**src/rtl/shift_sequencer.sv**
```systemverilog
// Sequential 16-bit shifter: a single ternary shift stage is reused for three
// cycles, applying one base-3 digit of the shift amount per cycle.
module shift_sequencer #(
    parameter int WIDTH = 16
) (
    input  logic             clk,
    input  logic             rst,
    input  logic             start,
    input  logic [1:0]       mode,
    input  logic [3:0]       shamt,
    input  logic [WIDTH-1:0] data_in,
    output logic             busy,
    output logic             done,
    output logic [WIDTH-1:0] result
);

    typedef enum logic [2:0] {
        S_IDLE = 3'd0,
        S_ST0  = 3'd1,
        S_ST1  = 3'd2,
        S_ST2  = 3'd3,
        S_DONE = 3'd4
    } state_t;

    localparam logic [1:0] M_SLL = 2'b00;
    localparam logic [1:0] M_SRA = 2'b01;
    localparam logic [1:0] M_ROR = 2'b10;

    state_t           r_state;
    state_t           w_next;
    logic [1:0]       r_mode;
    logic [5:0]       r_digits;
    logic [WIDTH-1:0] r_work;
    logic [WIDTH-1:0] r_result;
    logic [3:0]       w_amt;
    logic [WIDTH-1:0] w_shifted;
    logic             w_busy;
    logic             w_done;

    // Packed {d2,d1,d0} base-3 digits of a 0..15 shift amount.
    function automatic logic [5:0] to_digits(input logic [3:0] amt);
        logic [5:0] d;
        case (amt)
            4'd0:    d = 6'b00_00_00;
            4'd1:    d = 6'b00_00_01;
            4'd2:    d = 6'b00_00_10;
            4'd3:    d = 6'b00_01_00;
            4'd4:    d = 6'b00_01_01;
            4'd5:    d = 6'b00_01_10;
            4'd6:    d = 6'b00_10_00;
            4'd7:    d = 6'b00_10_01;
            4'd8:    d = 6'b00_10_10;
            4'd9:    d = 6'b01_00_00;
            4'd10:   d = 6'b01_00_01;
            4'd11:   d = 6'b01_00_10;
            4'd12:   d = 6'b01_01_00;
            4'd13:   d = 6'b01_01_01;
            4'd14:   d = 6'b01_01_10;
            default: d = 6'b01_10_00;
        endcase
        return d;
    endfunction

    function automatic logic [WIDTH-1:0] shift_op(input logic [WIDTH-1:0] v,
                                                 input logic [3:0]       amt,
                                                 input logic [1:0]       m);
        logic signed [WIDTH-1:0] sv;
        logic [2*WIDTH-1:0]      dbl;
        logic [WIDTH-1:0]        r;
        sv  = v;
        dbl = {v, v} >> amt;
        case (m)
            M_SLL:   r = v << amt;
            M_SRA:   r = sv >>> amt;
            M_ROR:   r = dbl[WIDTH-1:0];
            default: r = v;
        endcase
        return r;
    endfunction

    // Weight of the digit consumed in the current stage: 1, 3 or 9.
    always_comb begin
        w_amt = 4'd0;
        case (r_state)
            S_ST0:   w_amt = {2'b00, r_digits[1:0]};
            S_ST1:   w_amt = {2'b00, r_digits[3:2]} * 4'd3;
            S_ST2:   w_amt = (r_digits[5:4] == 2'd1) ? 4'd9 : 4'd0;
            default: w_amt = 4'd0;
        endcase
    end

    assign w_shifted = shift_op(r_work, w_amt, r_mode);

    always_ff @(posedge clk or posedge rst) begin
        if (rst) begin
            r_state <= S_IDLE;
        end else begin
            r_state <= w_next;
        end
    end

    always_comb begin
        w_next = r_state;
        w_busy = 1'b1;
        w_done = 1'b0;
        case (r_state)
            S_IDLE: begin
                w_busy = 1'b0;
                if (start) w_next = S_ST0;
            end
            S_ST0:  w_next = S_ST1;
            S_ST1:  w_next = S_ST2;
            S_ST2:  w_next = S_DONE;
            S_DONE: begin
                w_done = 1'b1;
                w_next = S_IDLE;
            end
            default: begin
                w_busy = 1'b0;
                w_next = S_IDLE;
            end
        endcase
    end

    // The last stage's shift lands in result directly, so result is valid in DONE.
    always_ff @(posedge clk or posedge rst) begin
        if (rst) begin
            r_mode   <= 2'b00;
            r_digits <= 6'd0;
            r_work   <= '0;
            r_result <= '0;
        end else begin
            case (r_state)
                S_IDLE: begin
                    if (start) begin
                        r_mode   <= mode;
                        r_digits <= to_digits(shamt);
                        r_work   <= data_in;
                    end
                end
                S_ST0, S_ST1: r_work <= w_shifted;
                S_ST2: begin
                    r_work   <= w_shifted;
                    r_result <= w_shifted;
                end
                default: ;
            endcase
        end
    end

    assign busy   = w_busy;
    assign done   = w_done;
    assign result = r_result;

endmodule
```
**config.mk**
```make
export PLATFORM = sky130hd
export DESIGN_NAME = shift_sequencer
export DESIGN_NICKNAME = d
export VERILOG_FILES = /design/src/rtl/shift_sequencer.sv
export SDC_FILE = /design/constraint.sdc
export NUM_CORES = 1
export LEC_CHECK = 0
export BUFFER_PORTS_ARGS = -buffer_cell sky130_fd_sc_hd__buf_4
export CAP_MARGIN = 20
export CORE_UTILIZATION = 49
export CTS_CLUSTER_SIZE = 24
export DETAILED_ROUTE_END_ITERATION = 16
export PLACE_DENSITY = 0.71
export SYNTH_ARGS = -nofsm -noshare
export SYNTH_HDL_FRONTEND = slang
export SYNTH_SLANG_ARGS = --single-unit
```
**constraint.sdc**
```tcl
create_clock -name clk -period 2.6 [get_ports clk]
set_input_delay 0.52 -clock clk [delete_from_list [all_inputs] [get_ports clk]]
set_output_delay 0.52 -clock clk [all_outputs]
set_load 0.05 [all_outputs]
```
# Yosys cells after proc, flatten, opt, wreduce, memory -nomap -nowiden
# Memories as Yosys holds them, arrays and structs flattened. A register that Yosys moved wholly into a read port is not among the register bits.
# Cells that the tools add are included.
# totals
ff_bits,43
latchBits,0
mem_bits_rw,0
mem_bits_ro,80
inputBits,25
word_cells,34
mem_count,1
# mem_list
name,words,word_bits,rd,rd_ports_with_merged_regs,wr,line_no,source
(no name shown),16,5,1,1,0,43,case (amt)
# classes
addsub,0
n_mul,1
n_div,0
order_cmp,0
eq_ne,8
shifts,3
mux,9
n_bitwise,0
reduce_logical,7
# op_table
cell,n
case mux 16 bit (3 select lines),1
case mux 16 bit (2 select lines),1
>> shifter 32 x 4 -> 16 bit,1
two-way mux 16 bit,1
left shift 16 x 4 -> 16 bit,1
>>> shifter 16 x 4 -> 16 bit,1
case mux 3 bit (4 select lines),1
case mux 4 bit (3 select lines),1
"== test 3 x 2 -> 1 bit, second input constant",2
"== test 2 x 1 -> 1 bit, second input constant",2
"multiplier 2 x 2 -> 4 bit, second input constant",1
two-way mux 4 bit,1
AND reduction 2 bit,2
OR reduction 4 bit,1
"== test 3 x 1 -> 1 bit, second input constant",1
"== test 3 bit, second input constant",1
zero test 3 bit,1
two-way mux 3 bit,1
OR reduction 3 bit,1
"== test 2 bit, second input constant",1
zero test 2 bit,1
two-way mux 1 bit,2
"!= test 2 bit, second input constant",1
nonzero test 2 bit,1

# Longest topological paths before layout
# depth
word_depth,6
depth_mapped,12

# Worst setup path before layout
# Ideal clock, no wire load.
# synth_path
kind,register to register
from,register r_digits[2]
to,register r_work[10]
setup_time_ps,126
t_arrival_ps,2472
setup_slack_ps,2
path_stages_with_launch,11
period_less_slack_ps,2598
cell_sequence,dfrtp_1 inv_1 ha_1 or3b_4 a21oi_4 buf_4 o22ai_1 or3_1 nand3_1 nor2_1 a221o_1
# synth_between
elab_chain_cells,5
# synth_rtl
item,line_no,source
"start, declared",32,logic [5:0] r_digits;
multiplier 2 x 2 -> 4 bit *,86,"S_ST1: w_amt = {2'b00, r_digits[3:2]} * 4'd3;"
case mux 4 bit (3 select lines) *,84,case (r_state)
">> shifter 32 x 4 -> 16 bit, or another cell as far along",71,"dbl = {v, v} >> amt;"
case mux 16 bit (3 select lines) *,72,case (m)
case mux 16 bit (2 select lines) *,133,case (r_state)
"end signal, assigned",138,r_work <= data_in;
"end signal, assigned",141,"S_ST0, S_ST1: r_work <= w_shifted;"
"end signal, assigned",143,r_work <= w_shifted;
"end, declared",33,logic [WIDTH-1:0] r_work;
# Mark *: on every way between the ends. The rest lies on a longest branch, timed or not.
# A chain may end at the register's enable or synchronous reset.

# Worst setup path in the final report
# layout_path
from,register r_digits[3]
to,"register r_result[12], in the netlist result[12]"
# layout_between
elab_chain_cells,4
# layout_rtl
item,line_no,source
multiplier 2 x 2 -> 4 bit *,86,
case mux 4 bit (3 select lines) *,84,
">> shifter 32 x 4 -> 16 bit, or another cell as far along",71,
case mux 16 bit (3 select lines) *,72,
"end signal, assigned",144,r_result <= w_shifted;
"end, declared",34,logic [WIDTH-1:0] r_result;
# Marked as above.

==> metrics.txt <==
outcome=finished, violations left; failing checks=negative setup slack; insertion delay of the later-clocked pin in the worst-skew pair=0.31 ns; Non-Filler Cell Area, Final=0.00712 mm^2; fin cells=854; launching element type of the critical path=flop; Slowest Stage Delay on Critical Path=0.44 ns; Hold Slack=0.362 ns; drt drc=0; Post-DP HPWL=15.3 mm; DP Cell Count=817; Max Transition Viols Final=0; Finish-stage setup viols=29; count of vias placed by the detailed router=6130; antenna violations before repair=0; number of warnings printed during yosys synthesis=0; CP Capture Type=flop; worst slew margin relative to its limit=50.0%; net count of the mapped netlist=622; GR Overflow Total=0; diode insertion count for antenna repair=0; type of the worst min-delay path=input port to async pin; Buffers & Inverters on Critical Path=3; 1st-iter DRT viols=806; placement row count=34; Mapped Avg Cell Area=7.68 um^2; slew at the pin closest to its max-slew limit=0.747 ns; Total Nets Final=777; gate count of the mapped netlist=590; Clock Root Buffer=clkbuf_8; global-route usage over all layers=44.5%; cell area reported after detailed placement=0.00580 mm^2; library cells used by synthesis=83; required time of the critical path=2.84 ns; starting density of the core=51.2%; hold buffers post-CTS=0; chip width=98.1 um; max-capacitance violation count=0; final estimated routing congestion in global placement=1.10; critical path fanouts, max=5; commonest cells after routing, fill and taps aside=buf_4, nand2_1, nor2_1, dfrtp_1, a21oi_1; Boundary Pins=43; CP arrival=3.08 ns; # fillers=596; RSZ-0062 raised after global routing=true; number of buffers created by CTS=5; Detailed Route WL=22.2 mm; final critical delay including setup and external delays=2.84 ns; most instantiated flip-flop cell in the synthesis netlist=dfrtp_1; number of sinks on the clock net=42; Chip Height=98.1 um; cell seen most often among critical-path stages=buf_4; pin count of the biggest net entering global routing=43; setup slack after layout=-0.241 ns; final worst clock skew=0.0104 ns; vias in the first global route=5723; number of synthesized flops with an enable pin=0; type of the setup path with the least slack=flop to flop; wire length of the first global-routing pass=32.6 mm; FF+latch count, synth=42; antenna-violating nets left=0; share of synthesized area occupied by flip-flops and latches=23.2%; Pre-antenna DRT Iters=5; via count normalized by instance count=7.18; top cell type's share of synthesized area=23.2%; total core area=0.00885 mm^2; clock edge transition at the registers on the reported setup and hold paths=0.09 ns; netlist area before placement=0.00453 mm^2; Max Fclk=0.352 GHz; detail-routed net length per standard cell=26.0 um; share of cells above drive strength 1=50.0%; slowest cell on the critical path=dfrtp_1; worst slack after detailed placement=-0.353 ns; total of buffers placed on input and output ports=42; final count of hold timing violations=0; ranking of synthesized cells by area=dfrtp_1, mux2i_1, nand2_1; cell-by-cell listing of the critical path=ha_4, or3b_4, a21oi_4, buf_8, buf_4, nand2_4, a31oi_4, a211oi_2, o311ai_2, buf_4, o21ai_2, o21ai_1; cell family with the largest share of critical-path delay=compound AO/OA/AOI/OAI gates; Area Overhead vs Synth=57.2%; clock tree buffer depth=2; cell taking the most area after synthesis=dfrtp_1; total die area=0.00963 mm^2; leading cell type in the layout, fill and taps excluded=buf_4; clock tree from TritonCTS=yes; H-tree depth reported by CTS=2; fraction of synthesis flops using an asynchronous set or reset pin=100%; Tcrit/Tclk final=109%
[worst paths after layout]
kind / startpoint / endpoint / slack (ns) / cells after the start
max: r_digits[3]$_DFFE_PP0P_ / result[12]$_DFFE_PP0N_ / -0.24 / 12
min: rst / result[4]$_DFFE_PP0N_ / 0.36 / 3
max reg2reg: r_digits[3]$_DFFE_PP0P_ / result[12]$_DFFE_PP0N_ / -0.24 / 12
min reg2reg: result[12]$_DFFE_PP0N_ / result[12]$_DFFE_PP0N_ / 0.50 / 2
max in group asynchronous: rst / r_state[1]$_DFFE_PP0P_ / 1.84 / 3
min in group clk: mode[0] / r_mode[0]$_DFFE_PP0P_ / 0.42 / 3
[final cells by class]
cell class                 count  area [um^2]  share of cell area, %
inverter                      15         56.3                  0.791
sequential                    42         1050                   14.8
clock buffer                   5         68.8                  0.966
clock inverter                 3         40.0                  0.562
multi-input combinational    472         3970                   55.7
tap                          108          135                   1.90
timing repair buffer         209         1800                   25.3
[kinds of logic (layout without fill, tap and decap cells)]
logic type	Yosys count	in the layout	synth area share, %
flops	42	42	23.2
mux	51	51	12.2
simple gates	183	184	19.8
fa+ha+maj	7	7	1.93
buf+inv	77	232	8.15
xor+xnor	2	2	0.387
compound gates	228	228	34.3
[worst min-delay path, stage by stage]
cell and delay [ns]:
buf_4 0.11, clkinv_1 0.04, buf_4 0.46
[stage by stage]
stage	TNS (ns)	utilization (%)
floorplan	0	-
global placement	-3.49	65.6
detailed placement	-5.84	65.6
CTS	-0.978	73.3
global route	-5.74	80.5
finish	-4.00	80.5
[flip-flops by register name, indices dropped and copies added, names as in the netlist]
name / cells
r_work: 16
r_state: 3
r_digits: 5
result: 16
r_mode: 2
[per-layer routing]
| metal | GRT usage (%) | vias up | wire length, um |
|---|---|---|---|
| met5 | 0 | - | 0 |
| met4 | 24.6 | 0 | 1500 |
| met3 | 8.80 | 149 | 2930 |
| met2 | 66.2 | 538 | 9360 |
| met1 | 60.7 | 2906 | 8410 |
| li1 | - | 2537 | - |
[cells in the mapped netlist, types with 3 or more instances]
library cell / count
o2111ai_1: 4
o21ai_0: 39
buf_1: 4
a311oi_1: 6
nand2b_1: 3
inv_1: 14
o22ai_1: 16
a21oi_1: 46
nor3b_1: 3
mux2_2: 8
nor2b_1: 4
o211ai_1: 15
buf_6: 4
o31ai_1: 3
buf_4: 9
a211oi_1: 25
ha_1: 7
a211o_1: 5
nor2_1: 48
mux2i_1: 39
a31oi_1: 5
nand2_1: 66
o21ai_1: 12
dfrtp_1: 42
nor3_1: 17
nand3_1: 18
a22oi_1: 8
clkbuf_1: 32
buf_2: 13
a221oi_1: 3
a21o_1: 4
o221ai_1: 4
[repair_timing]
item,CTS,global route
pin swaps,34,64
cloned,2,0
resized for setup,80,133
endpoints found under the setup margin,32,32
setup buffers,17,17
Power is not shown: default switching activity piles up to over one toggle a cycle in this logic, so the estimate is an artifact.
